File: config.mk
export PLATFORM = sky130hd
export DESIGN_NAME = ddr_burst_arbiter
export DESIGN_NICKNAME = d
export VERILOG_FILES = /design/src/rtl/ddr_arb_pkg.sv /design/src/rtl/rr_arb2.sv /design/src/rtl/ddr_burst_arbiter.sv
export SDC_FILE = /design/constraint.sdc
export NUM_CORES = 1
export LEC_CHECK = 0
export BUFFER_PORTS_ARGS = -buffer_cell sky130_fd_sc_hd__buf_2
export CAP_MARGIN = 30
export CORE_MARGIN = 2
export CORE_UTILIZATION = 44
export DETAILED_ROUTE_END_ITERATION = 6
export GPL_TIMING_DRIVEN = 0
export PLACE_DENSITY_LB_ADDON = 0.08
export SLEW_MARGIN = 5
export SYNTH_ARGS = -nofsm -noshare
export SYNTH_HDL_FRONTEND = slang
export SYNTH_SLANG_ARGS = --single-unit
File: constraint.sdc
create_clock -name i_clock -period 2.1 [get_ports i_clock]
set_input_delay 0.42 -clock i_clock [delete_from_list [all_inputs] [get_ports i_clock]]
set_output_delay 0.42 -clock i_clock [all_outputs]
set_load 0.05 [all_outputs]
File: src/rtl/ddr_arb_pkg.sv
// Shared types and constants for the two-requester DDR burst arbiter.
// Latency: n/a (declarations only).
// Backpressure: n/a (declarations only).
// Contents: default widths, requester IDs, arbiter FSM state encoding.
package ddr_arb_pkg;

  localparam int DEF_DATA_W = 8;
  localparam int DEF_ADDR_W = 3;
  localparam int DEF_LEN_W  = 3;

  localparam logic REQ_A = 1'b0;
  localparam logic REQ_B = 1'b1;

  typedef enum logic [1:0] {
    ST_IDLE  = 2'd0,
    ST_BURST = 2'd1,
    ST_DRAIN = 2'd2,
    ST_DONE  = 2'd3
  } arb_state_t;

endpackage

File: src/rtl/rr_arb2.sv
// Two-way round-robin picker with an internal priority pointer.
// Latency: grant_id/any combinational from i_req; pointer updates on the edge after i_update.
// Backpressure: none; the caller decides when a pick is taken.
// Ports: i_clock, i_reset (sync, active-high); i_req[1:0] (bit0 = A, bit1 = B);
//        i_update + i_last_owner move the pointer to favour the other requester;
//        o_grant_id = winning requester ID, o_any = some request is active.
module rr_arb2
  import ddr_arb_pkg::*;
(
  input  logic       i_clock,
  input  logic       i_reset,
  input  logic [1:0] i_req,
  input  logic       i_update,
  input  logic       i_last_owner,
  output logic       o_grant_id,
  output logic       o_any
);

  // Requester that wins a tie; starts out favouring A.
  logic r_prio;

  always_ff @(posedge i_clock) begin
    if (i_reset) begin
      r_prio <= REQ_A;
    end else if (i_update) begin
      r_prio <= ~i_last_owner;
    end
  end

  always_comb begin
    o_any      = |i_req;
    o_grant_id = REQ_A;
    if (&i_req) begin
      o_grant_id = r_prio;
    end else if (i_req[1]) begin
      o_grant_id = REQ_B;
    end
  end

endmodule

File: src/rtl/ddr_burst_arbiter.sv
// Round-robin arbiter + burst sequencer owning a registered-read 2^ADDR_W x DATA_W memory.
// Latency: req before edge N -> gnt/first ack after N; write L+2 cycles, read L+3 cycles to IDLE.
// Backpressure: none; a granted burst runs one beat per cycle, other requests wait in IDLE.
// Ports: i_clock, i_reset (sync, active-high); per requester x in {a,b}:
//        i_x_req/we/addr/len/wdata in, o_x_gnt/ack/rvalid/rdata/done out;
//        o_mem_wr/rd/wr_add/rd_add/data_in, i_mem_data_out to the memory; o_busy = not IDLE.
module ddr_burst_arbiter
  import ddr_arb_pkg::*;
#(
  parameter int DATA_W = DEF_DATA_W,
  parameter int ADDR_W = DEF_ADDR_W,
  parameter int LEN_W  = DEF_LEN_W
) (
  input  logic              i_clock,
  input  logic              i_reset,
  input  logic              i_a_req,
  input  logic              i_a_we,
  input  logic [ADDR_W-1:0] i_a_addr,
  input  logic [LEN_W-1:0]  i_a_len,
  input  logic [DATA_W-1:0] i_a_wdata,
  output logic              o_a_gnt,
  output logic              o_a_ack,
  output logic              o_a_rvalid,
  output logic [DATA_W-1:0] o_a_rdata,
  output logic              o_a_done,
  input  logic              i_b_req,
  input  logic              i_b_we,
  input  logic [ADDR_W-1:0] i_b_addr,
  input  logic [LEN_W-1:0]  i_b_len,
  input  logic [DATA_W-1:0] i_b_wdata,
  output logic              o_b_gnt,
  output logic              o_b_ack,
  output logic              o_b_rvalid,
  output logic [DATA_W-1:0] o_b_rdata,
  output logic              o_b_done,
  output logic              o_mem_wr,
  output logic              o_mem_rd,
  output logic [ADDR_W-1:0] o_mem_wr_add,
  output logic [ADDR_W-1:0] o_mem_rd_add,
  output logic [DATA_W-1:0] o_mem_data_in,
  input  logic [DATA_W-1:0] i_mem_data_out,
  output logic              o_busy
);

  arb_state_t        r_state;
  arb_state_t        w_next;
  logic              r_owner;
  logic              r_we;
  logic [ADDR_W-1:0] r_addr;
  logic [LEN_W-1:0]  r_cnt;
  logic              r_a_rvalid;
  logic              r_b_rvalid;
  logic              w_grant_id;
  logic              w_any;
  logic              w_update;
  logic              w_beat;
  logic              w_owns;

  rr_arb2 u_rr_arb2 (
    .i_clock      (i_clock),
    .i_reset      (i_reset),
    .i_req        ({i_b_req, i_a_req}),
    .i_update     (w_update),
    .i_last_owner (r_owner),
    .o_grant_id   (w_grant_id),
    .o_any        (w_any)
  );

  always_ff @(posedge i_clock) begin
    if (i_reset) begin
      r_state <= ST_IDLE;
    end else begin
      r_state <= w_next;
    end
  end

  always_comb begin
    w_next   = r_state;
    w_beat   = 1'b0;
    w_update = 1'b0;
    unique case (r_state)
      ST_IDLE: begin
        if (w_any) begin
          w_next = ST_BURST;
        end
      end
      ST_BURST: begin
        w_beat = 1'b1;
        // r_cnt holds beats remaining minus one; zero marks the final beat.
        if (r_cnt == '0) begin
          w_next = r_we ? ST_DONE : ST_DRAIN;
        end
      end
      ST_DRAIN: begin
        w_next = ST_DONE;
      end
      ST_DONE: begin
        w_update = 1'b1;
        w_next   = ST_IDLE;
      end
      default: begin
        w_next = ST_IDLE;
      end
    endcase
  end

  // Burst context is captured only on the IDLE->BURST pick; requester
  // fields are don't-care for the rest of the burst.
  always_ff @(posedge i_clock) begin
    if (i_reset) begin
      r_owner    <= REQ_A;
      r_we       <= 1'b0;
      r_addr     <= '0;
      r_cnt      <= '0;
      r_a_rvalid <= 1'b0;
      r_b_rvalid <= 1'b0;
    end else begin
      // Memory read data lands one cycle after the read beat.
      r_a_rvalid <= w_beat & ~r_we & (r_owner == REQ_A);
      r_b_rvalid <= w_beat & ~r_we & (r_owner == REQ_B);
      if ((r_state == ST_IDLE) && w_any) begin
        r_owner <= w_grant_id;
        r_we    <= (w_grant_id == REQ_B) ? i_b_we   : i_a_we;
        r_addr  <= (w_grant_id == REQ_B) ? i_b_addr : i_a_addr;
        r_cnt   <= (w_grant_id == REQ_B) ? i_b_len  : i_a_len;
      end else if (w_beat) begin
        r_addr <= r_addr + ADDR_W'(1);
        if (r_cnt != '0) begin
          r_cnt <= r_cnt - LEN_W'(1);
        end
      end
    end
  end

  assign w_owns = (r_state != ST_IDLE);
  assign o_busy = w_owns;

  assign o_a_gnt  = w_owns & (r_owner == REQ_A);
  assign o_b_gnt  = w_owns & (r_owner == REQ_B);
  assign o_a_ack  = w_beat & (r_owner == REQ_A);
  assign o_b_ack  = w_beat & (r_owner == REQ_B);
  assign o_a_done = (r_state == ST_DONE) & (r_owner == REQ_A);
  assign o_b_done = (r_state == ST_DONE) & (r_owner == REQ_B);

  assign o_mem_wr      = w_beat & r_we;
  assign o_mem_rd      = w_beat & ~r_we;
  assign o_mem_wr_add  = o_mem_wr ? r_addr : '0;
  assign o_mem_rd_add  = o_mem_rd ? r_addr : '0;
  assign o_mem_data_in = o_mem_wr ? ((r_owner == REQ_B) ? i_b_wdata : i_a_wdata) : '0;

  assign o_a_rvalid = r_a_rvalid;
  assign o_b_rvalid = r_b_rvalid;
  assign o_a_rdata  = r_a_rvalid ? i_mem_data_out : '0;
  assign o_b_rdata  = r_b_rvalid ? i_mem_data_out : '0;

endmodule

; ---- Word-level counts from Yosys, hierarchy flattened
; Index checks and enable logic that the tools add are counted.
[totals]
mem_bits_ro = 0
n_memories = 0
mem_bits_rw = 0
out_inout_bits = 41
wordCells = 60
regBits = 13
latchBits = 0
[classes]
n_reduce_logical = 11
shift = 0
div = 0
n_eq_ne = 5
bitwise_logic = 12
magnitude_cmp = 0
add_sub_neg = 2
mul = 0
muxes = 22
[op_table]
columns = cell, n
row1 = 2-to-1 mux 8 bit, 4
row2 = 2-to-1 mux 3 bit, 9
row3 = AND 1 bit, 10
row4 = one-hot mux 2 bit (4 select lines), 1
row5 = 2-to-1 mux 1 bit, 6
row6 = AND reduction 2 bit, 3
row7 = nonzero test 2 bit, 3
row8 = "== test 2 bit, second input constant", 2
row9 = 2-to-1 mux 2 bit, 2
row10 = "!= test 2 bit, second input constant", 2
row11 = "adder 3 x 1 -> 3 bit, second input constant", 1
row12 = logical NOT 3 bit, 1
row13 = nonzero test 3 bit, 1
row14 = "subtractor 3 x 1 -> 3 bit, second input constant", 1
row15 = "== test 2 x 1 -> 1 bit, second input constant", 1
row16 = logical NOT 2 bit, 1
row17 = inverter 1 bit, 2
row18 = OR reduction 2 bit, 1
row19 = logical AND 1 bit, 1

; ---- Logic depth before layout (Yosys ltp)
; Gate-level depths: netlist (run 1).
[depth]
word_depth = 4
ltp_mapped = 7

; ---- Hierarchy
; From an unflattened synthesis (run 1), not the netlist that was laid out.
[unflattened]
hier_cells = 134
hier_area_um2 = 1134.8
[by_module_without_submodules]
columns = mod, cells_each, n_inst, area_each_um2
row1 = ddr_burst_arbiter, 128, 1, 1086.0
row2 = rr_arb2, 6, 1, 48.8

; ---- Worst setup path before layout (run 1)
; OpenSTA, ideal clock, no wires.
[synth_timing]
kind = register to output
from = register r_state[1]
to = output port o_mem_rd_add[0]
arrival_time_ns = 2.076
path_buffers = 0
stages_incl_launch_ff = 5
setup_slack_ns = -0.396
path_cell_list = dfxtp_1 inv_1 ha_1 nor2b_1 and2_1
[synth_via]
elab_chain_cells = 4
[synth_lines]
columns = item, line_no
row1 = start: declaration, ddr_burst_arbiter.sv:45  ; arb_state_t r_state;
row2 = start signal: assignment, ddr_burst_arbiter.sv:73  ; r_state <= w_next;
row3 = == test 2 x 1 -> 1 bit, ddr_burst_arbiter.sv:81  ; unique case (r_state)
row4 = 2-to-1 mux 1 bit, ddr_burst_arbiter.sv:81
row5 = AND 1 bit, ddr_burst_arbiter.sv:146  ; assign o_mem_rd = w_beat & ~r_we;
row6 = named net o_mem_rd, ddr_burst_arbiter.sv:37  ; output logic o_mem_rd,
row7 = 2-to-1 mux 3 bit, ddr_burst_arbiter.sv:148  ; assign o_mem_rd_add = o_mem_rd ? r_addr : '0;
row8 = end: declaration, ddr_burst_arbiter.sv:39  ; output logic [ADDR_W-1:0] o_mem_rd_add,
; The timed path passes the listed nets, and every way through them passes these cells.

; ---- Worst setup path after layout (run 1)
[layout_timing]
from = register r_state[1]
to = output port o_mem_wr_add[1]
[layout_via]
elab_chain_cells = 4
[layout_lines]
columns = item, line_no
row1 = == test 2 x 1 -> 1 bit, ddr_burst_arbiter.sv:81
row2 = 2-to-1 mux 1 bit, ddr_burst_arbiter.sv:81
row3 = AND 1 bit, ddr_burst_arbiter.sv:145  ; assign o_mem_wr = w_beat & r_we;
row4 = 2-to-1 mux 3 bit, ddr_burst_arbiter.sv:147  ; assign o_mem_wr_add = o_mem_wr ? r_addr : '0;
row5 = end: declaration, ddr_burst_arbiter.sv:38  ; output logic [ADDR_W-1:0] o_mem_wr_add,
; Every way passes these cells.

==> results of run 1 <==
==> registers in the layout (all words and copies together), names as in the netlist <==
name	flops
o_b_rvalid	1
r_addr	3
r_state	2
o_a_rvalid	1
r_cnt	3
r_we	1
r_owner	1
u_rr_arb2.r_prio	1
==> how the worst min path moves through the flow <==
stage             start  slack (ps)        to  depth (start not counted)
2_1_floorplan  r_cnt[2]         460  r_cnt[2]                          2
3_3_place_gp   r_cnt[2]         470  r_cnt[2]                          2
3_5_place_dp   r_cnt[1]         490  r_cnt[1]                          2
4_1_cts         i_reset         340      r_we                          2
5_1_grt         i_reset         360      r_we                          2
6_report        i_reset         350      r_we                          2
==> worst reg2reg max path, stage by stage (launching register included) <==
cell	delay [ps]
dfxtp_2	350
inv_1	170
ha_1	260
o21a_1	160
buf_6	140
a21o_1	180
o221a_1	210
nor3_2	50
==> per-stage QoR <==
| step | total power, mW | instances | utilization, % | hold WS [ps] |
|---|---|---|---|---|
| after detailed placement | 1.92 | 253 | 65.1 | 488 |
| after global placement | 1.87 | 253 | 65.1 | 471 |
| after floorplan | 1.60 | 141 | - | 456 |
| after CTS | 2.09 | 257 | 66.5 | 344 |
| final | 2.12 | 257 | 67.8 | 350 |
| after global routing | 2.29 | 257 | 67.8 | 359 |
==> kinds of logic (layout without fill, tap and decap cells) <==
logic type               Yosys count  in the layout  share of synthesized area [%]
buffers and inverters             20            106                           8.45
XOR/XNOR                           1              1                          0.759
adder cells (fa/ha/maj)            7              7                           7.58
multiplexers                       9              9                           7.80
AND/OR/NAND/NOR                   64             64                           32.2
flip-flops                        13             13                           22.5
AO/OA/AOI/OAI                     27             27                           20.7
==> cell usage in the layout, fill, tap and decap left out, types with 2 or more instances in the layout <==
| cell | n |
|---|---|
| buf_6 | 2 |
| nand2_1 | 5 |
| a21oi_1 | 6 |
| a32o_1 | 2 |
| nand2b_1 | 3 |
| clkbuf_4 | 10 |
| mux2i_1 | 9 |
| and2_1 | 21 |
| and3_1 | 3 |
| clkbuf_1 | 2 |
| inv_1 | 12 |
| nor2_1 | 15 |
| o21ai_0 | 2 |
| dfxtp_1 | 12 |
| nor3_2 | 2 |
| buf_4 | 3 |
| buf_2 | 77 |
| a32oi_1 | 5 |
| o221a_1 | 2 |
| ha_1 | 6 |
| nor2b_1 | 4 |
| nor3_1 | 4 |
==> timing repair <==
| action | CTS | global route |
|---|---|---|
| endpoints found under the setup margin | 17 | 17 |
| resized for setup | 4 | 11 |
| buffers inserted | 0 | 0 |
==> cell type report <==
type,count,share of cell area [%]
multi-input combinational,108,49.0
timing repair buffer,82,25.8
sequential,13,15.6
buffer,8,3.20
inverter,12,2.68
tap,30,2.24
clock buffer,4,1.56
==> per-layer routing <==
layer  share of wire (%)  up-vias
met5                   0        -
met4                0.76        0
met3                 5.6        4
met2                  53       51
met1                  40      595
li1                    -      659
==> where the power goes <==
part           leakage, nW  total, mW  switching, mW  internal, mW
logic                0.814       1.53          0.983         0.543
clock network       0.0150      0.155         0.0812        0.0736
registers            0.108      0.440         0.0991         0.341
==> impl_metrics.csv, run 1 <==
group,metric,value,unit
synthesis,ys_types,36,
worst_setup_path,critPathLaunch,"r_state[1]",
worst_setup_path,reg2reg_slack,460,ps
cells_and_area,multi_input_area,822,µm²
floorplan,start_util,46.6,%
sta,layout_min_cycle_time,2020,ps
sta,fin_skew,2.67,ps
route,drc_errors,0,
worst_setup_path,r2r-start,"r_state[0]",
grt,antenna_found_initial,0,
cells_and_area,nets,277,
cts,cts_tree,"yes",
cts,cts_sinks,13,
sta,hold_violations,0,
grt,grt_usage,21.4,%
worst_setup_path,arrival,1600,ps
synthesis,synth_common_cells,"and2_1, nor2_1, dfxtp_1",
floorplan,die_area,3050,µm²
grt,grt_max_degree,11,
placed_design,postPlaceCellArea,1610,µm²
sta,min_period_over_period,96.0,%
worst_setup_path,critPathLaunchType,"register",
synthesis,yosysMostFrequentCell,"and2_1",
run,max-cap-violations,0,
route,drtAntennaViolNets,0,
sta,slew_violations,0,
cells_and_area,n_antenna_cell,0,
synthesis,yosys-top-cells-area,"dfxtp_1, and2_1, mux2i_1, ha_1, nor2_1",
grt,grt_pass1_wl,5460,µm
sta,setup_viol,0,
pwr,p_per_area,1260,nW/µm²
placed_design,gp_congestion,0.809,
worst_setup_path,critical_path_class,"reg -> out",
worst_setup_path,cp_top_family,"buffers and inverters",
cts,cts_buffer_depth,2,
pwr,ir_worst_vdd,0.00127,V
synthesis,yosys_warnings,0,
sta,finalSetupTns,0,ps
synthesis,ys.flop_type,"dfxtp_1",
worst_setup_path,crit_slowest_cell,"dfxtp_1",
cts,cts_inserted_buffers,3,
cts,htreeDepth,1,
cts,clk_pin_slew,80,ps
cells_and_area,drive_above_1_share,46.7,%
route,firstDrtPassIters,4,
floorplan,die_w,55.2,µm
worst_setup_path,path_cells,"inv_1 > ha_4 > buf_2 > and3_1 > clkbuf_4",
route,routedWlPerCell,12.8,µm
worst_setup_path,cp.depth,5,
cells_and_area,area_delta_synth_final,45.4,%
synthesis,synthCells,141,
worst_setup_path,worst-r2r-cell-count,7,
grt,grt_pass1_vias,1229,
worst_setup_path,cp.required,1680,ps
route,vias,1309,
worst_setup_path,critical_path.max_fanout,10,
worst_hold_path,hp-class,"in -> reg",
worst_setup_path,endpoint,"o_mem_wr_add[1]",
synthesis,synth_top_area_share,22.5,%
synthesis,async_flop_share,0,%
sta,worst_pin_slew,554,ps
cells_and_area,regArea,262,µm²
grt,use_met1,26.3,%
pwr,power_leakage,0.936,nW
cts,clk_latency,270,ps
worst_setup_path,end_kind,"output port",
route,drtIter0Drc,29,
route,routed_wl,3280,µm
synthesis,yosysTopAreaCell,"dfxtp_1",
synthesis,avgSynthCellArea,8.19,µm²
sta,relSlewSlack,63.1,%
floorplan,die_y,55.2,µm
status,status,"complete, no violations",
grt,use_met2,39.3,%
grt,grt-busiest-layer,"met2",
synthesis,synth-seq-cells,13,
cts,cts-root-buf,"clkbuf_4",
floorplan,row_count,18,
placed_design,dp_hpwl,2650,µm
worst_setup_path,cpPeakStageDelay,350,ps
placed_design,pre_cts_ws,128,ps
placed_design,portBuffers,82,
cells_and_area,design_area,1680,µm²
cells_and_area,nFillCells,237,
floorplan,core-area,2480,µm²
synthesis,syn-cell-area,1150,µm²
grt,grt_overflow,0,
sta,layout_setup_ws,84.5,ps
synthesis,synth_fp_nets,190,
sta,fmax,496,MHz
floorplan,ios,83,
grt,grtUsageMet3,3.28,%
worst_setup_path,path_buf_inv,3,
synthesis,ys_seq_area_share,22.5,%
cts,hold_buffers,0,
route,via_per_inst,5.09,
synthesis,synth_edf_count,0,
worst_setup_path,worstReg2RegEnd,"r_cnt[0]",
(Power assumes the default switching activity.)
==> run 2: changes to the inputs <==
--- a/config.mk
+++ b/config.mk
@@ -9,5 +9,5 @@
 export CAP_MARGIN = 30
 export CORE_MARGIN = 2
-export CORE_UTILIZATION = 44
+export CORE_UTILIZATION = 37
 export DETAILED_ROUTE_END_ITERATION = 6
 export GPL_TIMING_DRIVEN = 0
==> constraint.sdc (replaced) <==
create_clock -name i_clock -period 1.79 [get_ports i_clock]
set_input_delay 0.0895 -clock i_clock [delete_from_list [all_inputs] [get_ports i_clock]]
set_output_delay 0.0895 -clock i_clock [all_outputs]
set_load 0.05 [all_outputs]
==> run 2 against run 1 <==
Compared with the run above:
- critical endpoint is now o_mem_wr_add[0]
- final cell count grew 1.2%
- design area is 0.75% lower
- first-iteration DRC count is 41% higher
- critical path type unchanged
- largest power group unchanged
- highest routed layer unchanged
==> impl_metrics.csv, run 2 (synthesis gave the netlist of run 1 again) <==
group,metric,value,unit
route,firstDrtPassIters,4,
cts,cts-root-buf,"clkbuf_4",
sta,layout_setup_ws,49.6,ps
worst_setup_path,critPathLaunchType,"register",
sta,fmax,575,MHz
cells_and_area,utilization,55.5,%
worst_setup_path,path_cells,"inv_1 > ha_2 > buf_2 > and3_1 > clkbuf_4",
pwr,power_leakage,0.932,nW
grt,grt_overflow,0,
sta,relSlewSlack,59.5,%
worst_setup_path,end_kind,"output port",
route,drtIter0Drc,41,
floorplan,die_area,3580,µm²
cts,cts_tree,"yes",
route,via_per_inst,5.02,
cts,cts_inserted_buffers,3,
sta,slew_violations,0,
grt,grt_max_degree,11,
placed_design,pre_cts_ws,143,ps
pwr,p_per_area,1470,nW/µm²
sta,worst_pin_slew,608,ps
cts,clk_latency,270,ps
sta,min_period_over_period,97.2,%
worst_setup_path,cp_top_family,"buffers and inverters",
cells_and_area,final_cell_mix,"buf_2, and2_1, nor2_1, dfxtp_1, inv_1",
route,drc_errors,0,
route,vias,1306,
grt,antenna_found_initial,0,
floorplan,die_y,59.9,µm
grt,grt_pass1_wl,4910,µm
worst_setup_path,worst-r2r-cell-count,7,
worst_setup_path,cpPeakStageDelay,350,ps
grt,grt_usage,17.8,%
cells_and_area,reg_top3,"r_addr x3, r_cnt x3, r_state x2",
placed_design,gp_congestion,0.702,
cts,htreeDepth,1,
route,routed_wl,3220,µm
sta,hold_violations,0,
route,routedWlPerCell,12.4,µm
run,max-cap-violations,0,
cts,cts_buffer_depth,2,
status,status,"complete, no violations",
floorplan,row_count,20,
cts,clk_pin_slew,80,ps
floorplan,ios,83,
worst_setup_path,arrival,1650,ps
floorplan,start_util,38.5,%
pwr,ir_worst_vdd,0.000930,V
floorplan,die_w,59.9,µm
cells_and_area,drive_above_1_share,45.8,%
worst_setup_path,path_buf_inv,3,
sta,layout_min_cycle_time,1740,ps
worst_setup_path,cp.depth,5,
placed_design,portBuffers,82,
cells_and_area,area_delta_synth_final,44.3,%
cells_and_area,final_common_cell,"buf_2",
worst_setup_path,crit_slowest_cell,"dfxtp_1",
sta,rsz0062_at_grt,"yes",
worst_hold_path,hp-class,"in -> reg",
floorplan,core-area,3000,µm²
worst_setup_path,critical_path.max_fanout,10,
placed_design,dp_hpwl,2530,µm
worst_setup_path,critical_path_class,"reg -> out",
cells_and_area,nets,277,
worst_hold_path,holdPathStages,2,
sta,setup_viol,0,
sta,fin_skew,1.89,ps
cts,cts_sinks,13,
route,drtAntennaViolNets,0,
grt,grt_pass1_vias,1101,
cells_and_area,n_antenna_cell,0,
worst_setup_path,cp.required,1700,ps
==> run 2: path summary, 6_finish.rpt <==
kind                     end        from  slack (ps)
max          o_mem_wr_add[0]  r_state[1]          50
min                     r_we     i_reset          10
max reg2reg         r_cnt[1]  r_state[0]         140
min reg2reg         r_cnt[2]    r_cnt[2]         490
==> run 2: cell type report <==
| cell class | count | area (µm²) |
|---|---|---|
| Fill cell | 300 | 1340 |
| Clock buffer | 4 | 26.3 |
| Tap cell | 33 | 41.3 |
| Multi-Input combinational cell | 108 | 810 |
| Inverter | 12 | 45.0 |
| Timing Repair Buffer | 82 | 430 |
| Sequential cell | 13 | 260 |
| Buffer | 8 | 53.8 |
==> run 2: power by group <==
| part | switching [mW] | internal (mW) | leakage, nW |
|---|---|---|---|
| Combinational | 1.14 | 0.618 | 0.810 |
| Clock | 0.0971 | 0.0863 | 0.0150 |
| Sequential | 0.106 | 0.397 | 0.107 |
| Total | 1.34 | 1.10 | 0.932 |
==> run 2: worst reg2reg max path, stage by stage (launching register included) <==
cell and delay [ps]:
dfxtp_1 340, inv_1 170, ha_1 260, o21a_1 160, buf_6 140, a21o_1 180
o221a_1 220, nor3_2 50
==> run 2: stage by stage <==
stage / hold slack [ps] / std cells / setup TNS (ps) / cell area [µm²] / total power [mW]
6_report: 12.6 / 260 / 0 / 1670 / 2.45
2_1_floorplan: 168 / 141 / 0 / 1160 / 1.87
4_1_cts: 6.15 / 260 / 0 / 1650 / 2.44
5_1_grt: 4.39 / 260 / -118 / 1670 / 2.63
3_5_place_dp: 301 / 256 / 0 / 1610 / 2.24
3_3_place_gp: 303 / 256 / 0 / 1610 / 2.20
==> run 2: timing repair <==
item,CTS,global route
resized for setup,3,9
hold buffers,0,0
buffers inserted,0,0
setup endpoints to repair,17,9
==> run 2: layer usage <==
| layer | share of wire (%) | track usage (%) | vias to the layer above |
|---|---|---|---|
| li1 | - | - | 657 |
| met1 | 45 | 22.5 | 592 |
| met2 | 48 | 31.5 | 53 |
| met3 | 6.3 | 4.33 | 4 |
| met4 | 0.50 | 1.90 | 0 |
| met5 | 0 | 0 | - |
